--- src/rtl/usb_rx_data_pkt.sv ---
// USB receive data-packet engine: checks the PID and forwards the payload with the two CRC
// bytes removed. It also checks the CRC16 residual and issues one status pulse per packet.
module usb_rx_data_pkt #(
  parameter int unsigned MAX_PAYLOAD = 1023,
  parameter int unsigned CNT_W       = 11
) (
  input  logic             clk,
  input  logic             reset,
  input  logic             rx_active,
  input  logic             rx_valid,
  input  logic             rx_error,
  input  logic [7:0]       rx_data,
  output logic [7:0]       data_out,
  output logic             data_valid,
  output logic [3:0]       pid_out,
  output logic [CNT_W-1:0] byte_count,
  output logic             pkt_done,
  output logic             crc_ok,
  output logic             pid_err,
  output logic             crc_err
);

  typedef enum logic [2:0] {StIdle, StPid, StData, StDrain, StDone} state_e;

  state_e      state_q;
  logic [15:0] crc_q;
  logic [7:0]  hold0_q;     // newest held byte
  logic [7:0]  hold1_q;     // oldest held byte, next to be evicted
  logic [1:0]  hold_cnt_q;  // bytes in the hold register, saturates at 2
  logic        init_q;      // high only in the first cycle after reset release
  logic        quiet_q;     // draining a packet cut by reset: finish without a status pulse

  // Reflected CRC16 (poly A001) over one byte, bit 0 first.
  function automatic logic [15:0] crc16_byte(input logic [15:0] crc, input logic [7:0] d);
    logic [15:0] c;
    logic        fb;
    c = crc;
    for (int i = 0; i < 8; i++) begin
      fb = c[0] ^ d[i];
      c  = c >> 1;
      if (fb) c = c ^ 16'hA001;
    end
    return c;
  endfunction

  logic [15:0] crc_next;
  logic [15:0] crc_end;
  logic [1:0]  hold_cnt_next;
  logic [1:0]  cnt_end;
  logic        pid_valid;
  logic        evict;
  logic        overflow;
  logic        end_good;

  // Decode of the incoming byte and the end-of-packet verdict.
  always_comb begin
    crc_next      = crc16_byte(crc_q, rx_data);
    // DATA0/1/2/MDATA are exactly the PIDs whose two low bits are 11.
    pid_valid     = (rx_data[7:4] == ~rx_data[3:0]) && (rx_data[1:0] == 2'b11);
    evict         = (hold_cnt_q == 2'd2);
    hold_cnt_next = evict ? 2'd2 : hold_cnt_q + 2'd1;
    overflow      = evict && (byte_count == CNT_W'(MAX_PAYLOAD));
    // A byte arriving with the rx_active fall is accepted before the packet is closed.
    crc_end       = rx_valid ? crc_next : crc_q;
    cnt_end       = rx_valid ? hold_cnt_next : hold_cnt_q;
    end_good      = (crc_end == 16'hB001) && (cnt_end == 2'd2);
  end

  // Packet FSM with registered outputs.
  always_ff @(posedge clk or negedge reset) begin
    if (!reset) begin
      state_q    <= StIdle;
      crc_q      <= 16'hFFFF;
      hold0_q    <= 8'h00;
      hold1_q    <= 8'h00;
      hold_cnt_q <= 2'd0;
      init_q     <= 1'b1;
      quiet_q    <= 1'b0;
      data_out   <= 8'h00;
      data_valid <= 1'b0;
      pid_out    <= 4'h0;
      byte_count <= '0;
      pkt_done   <= 1'b0;
      crc_ok     <= 1'b0;
      pid_err    <= 1'b0;
      crc_err    <= 1'b0;
    end else begin
      init_q     <= 1'b0;
      data_valid <= 1'b0;
      pkt_done   <= 1'b0;
      unique case (state_q)
        StIdle: begin
          crc_q      <= 16'hFFFF;
          hold0_q    <= 8'h00;
          hold1_q    <= 8'h00;
          hold_cnt_q <= 2'd0;
          if (rx_active) begin
            if (init_q) begin
              // Reset landed mid-packet: swallow the remainder silently.
              quiet_q <= 1'b1;
              state_q <= StDrain;
            end else begin
              state_q <= StPid;
            end
          end
        end

        StPid: begin
          if (rx_error) begin
            byte_count <= '0;
            crc_ok     <= 1'b0;
            pid_err    <= 1'b0;
            crc_err    <= 1'b1;
            state_q    <= StDrain;
          end else if (rx_valid) begin
            pid_out    <= rx_data[3:0];
            byte_count <= '0;
            crc_ok     <= 1'b0;
            if (!pid_valid) begin
              pid_err  <= 1'b1;
              crc_err  <= 1'b0;
              state_q  <= rx_active ? StDrain : StDone;
              pkt_done <= !rx_active;
            end else if (!rx_active) begin
              // Good PID but no data bytes at all.
              pid_err  <= 1'b0;
              crc_err  <= 1'b1;
              state_q  <= StDone;
              pkt_done <= 1'b1;
            end else begin
              pid_err  <= 1'b0;
              crc_err  <= 1'b0;
              state_q  <= StData;
            end
          end else if (!rx_active) begin
            byte_count <= '0;
            crc_ok     <= 1'b0;
            pid_err    <= 1'b1;
            crc_err    <= 1'b0;
            state_q    <= StDone;
            pkt_done   <= 1'b1;
          end
        end

        StData: begin
          if (rx_error) begin
            crc_ok  <= 1'b0;
            crc_err <= 1'b1;
            state_q <= StDrain;
          end else begin
            if (rx_valid) begin
              if (overflow) begin
                crc_ok  <= 1'b0;
                crc_err <= 1'b1;
                state_q <= StDrain;
              end else begin
                crc_q      <= crc_next;
                hold0_q    <= rx_data;
                hold1_q    <= hold0_q;
                hold_cnt_q <= hold_cnt_next;
                if (evict) begin
                  data_out   <= hold1_q;
                  data_valid <= 1'b1;
                  byte_count <= byte_count + CNT_W'(1);
                end
              end
            end
            if (!rx_active && !(rx_valid && overflow)) begin
              crc_ok   <= end_good;
              crc_err  <= !end_good;
              state_q  <= StDone;
              pkt_done <= 1'b1;
            end
          end
        end

        StDrain: begin
          if (!rx_active) begin
            if (quiet_q) begin
              quiet_q <= 1'b0;
              state_q <= StIdle;
            end else begin
              state_q  <= StDone;
              pkt_done <= 1'b1;
            end
          end
        end

        StDone: begin
          state_q <= StIdle;
        end

        default: begin
          state_q <= StIdle;
        end
      endcase
    end
  end

endmodule

--- config.mk ---
export PLATFORM = sky130hd
export DESIGN_NAME = usb_rx_data_pkt
export DESIGN_NICKNAME = d
export VERILOG_FILES = /design/src/rtl/usb_rx_data_pkt.sv
export SDC_FILE = /design/constraint.sdc
export NUM_CORES = 1
export LEC_CHECK = 0
export CAP_MARGIN = 20
export CORE_MARGIN = 2
export CORE_UTILIZATION = 55
export CTS_BUF_LIST = sky130_fd_sc_hd__clkbuf_4 sky130_fd_sc_hd__clkbuf_8 sky130_fd_sc_hd__clkbuf_16
export CTS_CLUSTER_SIZE = 10
export DETAILED_ROUTE_END_ITERATION = 10
export PLACE_DENSITY_LB_ADDON = 0.12
export RECOVER_POWER = 100
export SYNTH_ARGS = -nofsm -noshare
export SYNTH_HDL_FRONTEND = slang
export SYNTH_SLANG_ARGS = --single-unit
--- constraint.sdc ---
create_clock -name clk -period 4.6 [get_ports clk]
set_clock_uncertainty 0.05 [all_clocks]
set_input_delay 0.69 -clock clk [delete_from_list [all_inputs] [get_ports clk]]
set_output_delay 0.69 -clock clk [all_outputs]
set_load 0.1 [all_outputs]
==> metrics.md, run 1 <==
| Metric | Value |
|---|---|
| Outcome | `finished, violations left` |
| Failing checks | `max-capacitance violations, max-slew violations` |
| Final worst path period share | `between 70% and 80%` |
| Clk sinks | `67` |
| Worst Tran Pin Value | `1.77 ns` |
| Layout Cells excl Fill | `roughly 470` |
| Die ar. | `0.00694 sq mm` |
| Multi-input gate area | `between 0.0015 and 0.002 sq mm` |
| Number of DRC violations after detailed-routing iteration 0 | `approximately 190` |
| Synth Cell Area | `roughly 0.0035 sq mm` |
| Worst Path Buf+Inv | `2` |
| Drt first pass iters | `4` |
| Min Hold Slack | `0.419 ns` |
| Setup TNS Final | `0 ns` |
| Post-CTS sizing | `0` |
| Number of setup buffers added after CTS | `0` |
| Largest cells by area after synthesis | `dfrtp_1 (36%), dfstp_2 (13%), nand2_1 (6.2%)` |
| Fillers | `479` |
| Post-synthesis sequential area ratio | `approximately half` |
| Clk root buf | `clkbuf_8` |
| Mapped Cells | `between 300 and 400` |
| Hold endpoint | `crc_q[7]$_DFFE_PN1P_` |
| Cell Int Power | `around 1.5 mW` |
| Grt total ovfl | `0` |
| Final min period | `roughly 3.2 ns` |
| Critical R2R Capture | `hold_cnt_q[0]$_DFFE_PN0P_` |
| Fin nets | `403` |
| Reg area | `~0.0017 sq mm` |
| Share of layout cells above drive strength 1 | `between 10 and 15%` |
| Area growth, synth to finish | `17.8%` |
| Slew Viols, Final | `34` |
| Hold Vio Cnt, Final | `0` |
| Hold Crit Start | `crc_q[7]$_DFFE_PN1P_` |
| Leakage | `between 1.5 and 2 nW` |
| Final core occ | `a little under 70%` |
| Hold Path Class | `flip-flop to flip-flop` |
| Clk pwr share | `approximately 18%` |
| Die X | `83.3 um` |
| CTS clock-pin slew for the worst setup and hold paths | `about 0.070 ns` |
| Vias in the first global route | `about 2,700` |
| CTS tree | `built` |
| WL/cell | `between 15 and 20 um` |
| Critical Path RT | `between 4 and 5 ns` |
| EDFF count, synth | `0` |
| Cell taking the most area after synthesis | `dfrtp_1` |
| WL final | `between 7 and 8 mm` |
| Post-synth cell types | `54` |
| Sequential power share | `between 30% and 40%` |
| Post-DP HPWL | `4.93 mm` |
| Pre-CTS setup slack | `~1.4 ns` |
| Max Freq | `~310 MHz` |
| CP Class | `input port to flip-flop` |
| Worst reg2reg setup slack | `1.42 ns` |
| Max-cap viol count | `1` |
| WHS Path Cells | `2` |
| Max Buffers Root-to-Sink | `2` |
| RSZ-0062 raised after global routing | `false` |
| Chip Height | `approximately 83 um` |
| Critical-path cell list | `dlygate4sd3_1 -> nor2b_1 -> o41ai_1 -> a21boi_0 -> buf_8 -> nor2_1 -> a31oi_1` |
| Final Total Pwr | `~2.8 mW` |
| Vias | `~2,600` |
| Crit path launch type | `input port` |
| Global-route wire length before repair | `roughly 13 mm` |
| Initial core utilization | `57.7%` |
| Synth warnings | `0` |
| Diodes inserted | `0` |
| # port buffers | `40` |
| Hold_buf cts | `0` |
| Worst slew margin | `-17.8%` |
| Post-Synthesis Net Count | `365` |
| Critical Path End Type | `flip-flop` |
| Worst r2r path cells | `7` |
| Crit path max-delay family | `compound AO/OA/AOI/OAI gates` |
| Design area | `about 0.0041 sq mm` |
| Net switching power | `between 1 and 1.5 mW` |
| Critical path peak fanout | `18` |
| Core area | `between 0.005 and 0.006 sq mm` |
| Most frequent cell after synthesis | `nand2_1` |
| Synth top area share | `36.2%` |
| Num rows | `28` |
| Largest net degree at the start of global routing | `42` |
| Dpl cells | `around 450` |
| Post-synth top flop | `dfrtp_1` |
| Combinational power share | `between 40% and 50%` |
| Worst setup margin | `approximately 1.4 ns` |
| Cell Area, Placed | `0.00390 sq mm` |
| Commonest cells in the synthesized netlist | `nand2_1 (57), dfrtp_1 (50), nor2_1 (33), o21ai_0 (27), xnor2_1 (21)` |
| Maximum vdd drop | `around 660 uV` |
| Tot GR Track Use | `between 20% and 30%` |
| Yosys reg bits | `between 60 and 70` |
| Slowest cell on crit path | `a21boi_0` |
| Share of synthesized registers carrying an async set or reset | `100%` |
| Max incr delay on CP | `roughly 1.1 ns` |
| Worst-skew pair later-pin latency | `0.35 ns` |
| Initial antenna violation count | `0` |
| Crit path DAT | `around 3.5 ns` |
| # IOs | `approximately 40` |
| Sw frac | `roughly 45%` |
| Reg2reg start | `byte_count[2]$_DFFE_PN0P_` |
| Number of nets with antenna violations after detailed routing | `0` |
| RePlAce Congestion | `around 0.9` |
| Vias/cell | `5.66` |
| DRC viols | `0` |
| Mean Syn Cell Area | `roughly 9.9 sq um` |
| CTS Buf Count | `9` |
| Power per cell area | `a little under 700 mW/mm^2` |
| H-Tree Depth | `3` |
| Setup violators final | `0` |
[tightest hold or removal path, cell delays in order (launching register included)]
cell     delay, ns
dfstp_2       0.38
nand2_1       0.05
nand2_1       0.04
[cells in the final DEF, fill, tap and decap left out, types with 6 or more instances in the layout]
cell,Yosys,layout
a21oi_1,7,7
a31oi_1,11,11
clkbuf_8,0,9
clkdlybuf4s50_1,0,8
dfrtp_1,50,50
dfstp_2,17,17
dlygate4sd3_1,0,31
inv_1,7,7
mux2_2,14,13
nand2_1,57,57
nand3_1,12,12
nand4_1,6,6
nor2_1,33,33
nor3_1,7,10
o21ai_0,27,27
xnor2_1,21,22
xor2_1,6,6
[power by group through the flow]
stage	clock, mW	sequential, mW	combinational, mW
floorplan	0	1.14	0.902
global placement	0	0.946	1.35
detailed placement	0	0.951	1.37
CTS	0.506	0.940	1.38
global route	0.538	0.963	1.50
finish	0.494	0.938	1.36
[area by class of cell]
type                       instances  share of cell area, %
sequential                        67                   41.7
multi-input combinational        258                   40.0
tap                               75                   2.30
inverter                           7                  0.645
timing repair buffer              44                   10.5
clock inverter                     7                   1.84
clock buffer                       9                   3.04
[metal layers]
metal	up-vias	GRT usage, %	wire length (um)
met2	71	36.1	3530
met4	0	10.7	146
met5	-	0	0
met3	10	4.08	371
met1	1263	30.9	3210
li1	1298	-	-
[flip-flops by register name, summed over array words and instances, names as in the netlist, 2 cells and up]
register    cells
crc_q          16
byte_count     11
data_out        8
hold0_q         8
hold1_q         8
pid_out         4
state_q         3
hold_cnt_q      2
[how the worst max path moves through the flow]
stage / cells past startpoint / slack, ns / from / end
after floorplan: 8 / 2.04 / byte_count[2]$_DFFE_PN0P_ / hold1_q[0]$_DFFE_PN0P_
after global placement: 6 / 1.50 / rx_valid / crc_q[13]$_DFFE_PN1P_
after detailed placement: 6 / 1.40 / rx_valid / crc_q[15]$_DFFE_PN1P_
after CTS: 4 / 1.72 / state_q[1]$_DFFE_PN0P_ / data_out[1]$_DFFE_PN0P_
after global routing: 6 / 1.08 / byte_count[2]$_DFFE_PN0P_ / hold0_q[7]$_DFFE_PN0P_
final: 7 / 1.36 / rx_valid / crc_q[6]$_DFFE_PN1P_
[logic make-up (layout without fill, tap and decap cells)]
| logic type | Yosys count | in the layout | synth area share (%) |
|---|---|---|---|
| xor gates and xnor gates | 33 | 33 | 10.4 |
| AOI/OAI and AO/OA | 62 | 62 | 11.5 |
| and+or+nand+nor | 144 | 144 | 20.2 |
| muxes | 15 | 15 | 4.85 |
| adders and majority gates | 3 | 3 | 1.09 |
| other | 1 | 1 | 0.108 |
| buffers and inverters | 24 | 67 | 2.82 |
| DFF | 67 | 67 | 49.1 |
Note: power is estimated with default switching activity, not from simulation.
==> run 2, diff against run 1 <==
==> constraint.sdc (replaced) <==
create_clock -name clk -period 3 [get_ports clk]
set_clock_uncertainty 0.05 [all_clocks]
set_input_delay 0.45 -clock clk [delete_from_list [all_inputs] [get_ports clk]]
set_output_delay 0.45 -clock clk [all_outputs]
set_load 0.1 [all_outputs]
==> run 2 against run 1 <==
Effect of this change: the flow still finishes with violations (max-capacitance violations, max-slew violations); global-route usage is 0.84 points higher; flip-flop and latch count unchanged; final area is 1.4% lower; clock-buffer cell count rose by 1; via count is 1.8% higher; combinational power rose by 56%; power increased by 60%; register-to-register slack got worse by 0.90 ns; sequential share of layout area up 0.60 points; cell count grew 1.9%; hold slack got worse by 0.0077 ns.
==> metrics.md, run 2 (synthesis results as in run 1) <==
| Metric | Value |
|---|---|
| Setup TNS Final | `0 ns (unchanged)` |
| Outcome | `finished, violations left (unchanged)` |
| Number of DRC violations after detailed-routing iteration 0 | `168 (was 187)` |
| Most common cell after layout, fill and taps aside | `nand2_1 (unchanged)` |
| Slew Viols, Final | `31 (was 34)` |
| Largest net degree at the start of global routing | `42 (unchanged)` |
| Post-CTS sizing | `0 (unchanged)` |
| Area growth, synth to finish | `16.1% (was 17.8%)` |
| Critical Path End Type | `flip-flop (unchanged)` |
| Max reg flops | `16 (unchanged)` |
| Most flops, register | `crc_q (unchanged)` |
| CP Class | `flip-flop to flip-flop (was input port to flip-flop)` |
| Maximum vdd drop | `924 uV (was 656 uV)` |
| Setup violators final | `0 (unchanged)` |
| CTS Buf Count | `9 (unchanged)` |
| Reg2reg start | `byte_count[2]$_DFFE_PN0P_ (unchanged)` |
| Gr busiest metal | `met2 (unchanged)` |
| H-Tree Depth | `3 (unchanged)` |
| Worst-skew pair later-pin latency | `0.35 ns (about the same)` |
| # IOs | `41 (unchanged)` |
| Worst slew margin | `-2.66% (was -17.8%)` |
| Cell Area, Placed | `0.00392 sq mm (was 0.00390 sq mm)` |
| Crit path max-delay family | `compound AO/OA/AOI/OAI gates (unchanged)` |
| Crit path launch type | `flip-flop (was input port)` |
| Worst r2r path cells | `6 (was 7)` |
| Share of layout cells above drive strength 1 | `17.5% (was 14.5%)` |
| Most frequent cells in the layout | `nand2_1 (57), dfrtp_1 (50), nor2_1 (33) (unchanged)` |
| Clk sinks | `67 (unchanged)` |
| RePlAce Congestion | `0.855 (was 0.893)` |
| Drt first pass iters | `4 (unchanged)` |
| Number of setup buffers added after CTS | `0 (unchanged)` |
| Global-route wire length before repair | `13.0 mm (was 12.8 mm)` |
| WL/cell | `15.8 um (was 15.5 um)` |
| Final min period | `roughly 2.5 ns` |
| Max Freq | `around 400 MHz` |
| Clk root buf | `clkbuf_8 (unchanged)` |
| RSZ-0062 raised after global routing | `false (unchanged)` |
| Top flop regs | `crc_q: 16 flops, byte_count: 11 flops (unchanged)` |
| Failing checks | `max-capacitance violations, max-slew violations (unchanged)` |
| Worst Tran Pin Value | `1.54 ns (was 1.77 ns)` |
| CTS tree | `built (unchanged)` |
| Tot GR Track Use | `23.8% (was 22.9%)` |
| Max incr delay on CP | `0.60 ns (was 1.08 ns)` |
| # port buffers | `40 (unchanged)` |
| Core area | `0.00599 sq mm (unchanged)` |
| Initial core utilization | `57.7% (unchanged)` |
| Initial antenna violation count | `0 (unchanged)` |
| Critical R2R Capture | `crc_q[14]$_DFFE_PN1P_ (was hold_cnt_q[0]$_DFFE_PN0P_)` |
| Fillers | `511 (was 479)` |
| DRC viols | `0 (unchanged)` |
| Critical Path RT | `3.21 ns (was 4.82 ns)` |
| Final core occ | `67.1% (was 68.0%)` |
| Die ar. | `0.00694 sq mm (unchanged)` |
| Critical path peak fanout | `27 (was 18)` |
| Vias | `2,689 (was 2,642)` |
| Max-cap viol count | `1 (unchanged)` |
| Number of nets with antenna violations after detailed routing | `0 (unchanged)` |
| Post-DP HPWL | `5.23 mm (was 4.93 mm)` |
| Crit path DAT | `2.69 ns (was 3.46 ns)` |
| Hold Path Class | `input port to async pin (was flip-flop to flip-flop)` |
| Diodes inserted | `0 (unchanged)` |
| WL final | `7.50 mm (was 7.26 mm)` |
| GRT met1 Usage | `32.0% (was 30.9%)` |
| Power per cell area | `1110 mW/mm^2 (was 686 mW/mm^2)` |
| M2 GR Usage | `38.1% (was 36.1%)` |
| Vias in the first global route | `2,698 (was 2,678)` |
| Hold_buf cts | `0 (unchanged)` |
| Num rows | `28 (unchanged)` |
| Die X | `83.3 um (unchanged)` |
| Chip Height | `83.3 um (unchanged)` |
| Layout Cells excl Fill | `476 (was 467)` |
| Max Buffers Root-to-Sink | `2 (unchanged)` |
| Worst reg2reg setup slack | `0.52 ns (was 1.42 ns)` |
| Hold Vio Cnt, Final | `0 (unchanged)` |
| Critical-path cell list | `and4_1 -> nand2_1 -> o41ai_1 -> a21boi_2 -> clkbuf_2 -> a31oi_1 (was dlygate4sd3_1 -> nor2b_1 -> o41ai_1 -> a21boi_0 -> buf_8 -> nor2_1 -> a31oi_1)` |
| Final worst path period share | `around 83%` |
| GR Util met3 | `4.57% (was 4.08%)` |
| CTS clock-pin slew for the worst setup and hold paths | `0.08 ns (was 0.07 ns)` |
| Worst Path Buf+Inv | `1 (was 2)` |
| Min Hold Slack | `0.411 ns (was 0.419 ns)` |
| Slowest cell on crit path | `o41ai_1 (was a21boi_0)` |
| Vias/cell | `5.65 (was 5.66)` |
| Grt total ovfl | `0 (unchanged)` |
| Fin nets | `412 (was 403)` |
| Design area | `0.00402 sq mm (was 0.00408 sq mm)` |
| Dpl cells | `460 (was 449)` |
| Leakage | `1.71 nW (was 1.78 nW)` |
-- run 2: worst max path at each step --
stage / endpoint / from / slack, ns / cells after the start
after floorplan: hold1_q[0]$_DFFE_PN0P_ / byte_count[2]$_DFFE_PN0P_ / 0.44 / 8
after global placement: crc_q[0]$_DFFE_PN1P_ / rx_data[2] / 0.33 / 7
after detailed placement: crc_q[0]$_DFFE_PN1P_ / rx_data[2] / 0.21 / 7
after CTS: crc_q[0]$_DFFE_PN1P_ / rx_data[2] / 0.59 / 7
after global routing: pid_out[3]$_DFFE_PN0P_ / reset / 0.28 / 2
final: crc_q[14]$_DFFE_PN1P_ / byte_count[2]$_DFFE_PN0P_ / 0.52 / 6
-- run 2: where the power goes --
group | internal, mW | switching, mW | total [mW]
clock network | 0.564 | 0.362 | 0.926
registers | 1.21 | 0.220 | 1.43
logic | 0.760 | 1.36 | 2.12
total | 2.53 | 1.94 | 4.47
-- run 2: layer usage --
metal  share of wire, %  vias up  wire [um]
met4                1.8        0        134
met5                  0        -          0
li1                   -     1305          -
met2                 49       66       3670
met1                 45     1308       3360
met3                4.5       10        340
-- run 2: final cells by class --
type	count	area (sq um)	share of cell area (%)
Timing Repair Buffer	53	304	7.57
Sequential cell	67	1700	42.3
Inverter	7	26.3	0.654
Clock buffer	10	131	3.27
Clock inverter	6	113	2.80
Multi-Input combinational cell	258	1650	41.1
Tap cell	75	93.8	2.34
-- run 2: worst reg2reg max path, delay by kind of cell (launching register included) --
family	cells	cell delay, ns
flops	1	0.44
compound gates	3	1.03
simple gates	2	0.52
buf+inv	1	0.37
-- run 2: through the flow --
stage	total power, mW	setup WS, ns
floorplan	3.14	0.436
global placement	3.57	0.329
detailed placement	3.62	0.207
CTS	4.56	0.593
global route	4.76	0.284
finish	4.47	0.518
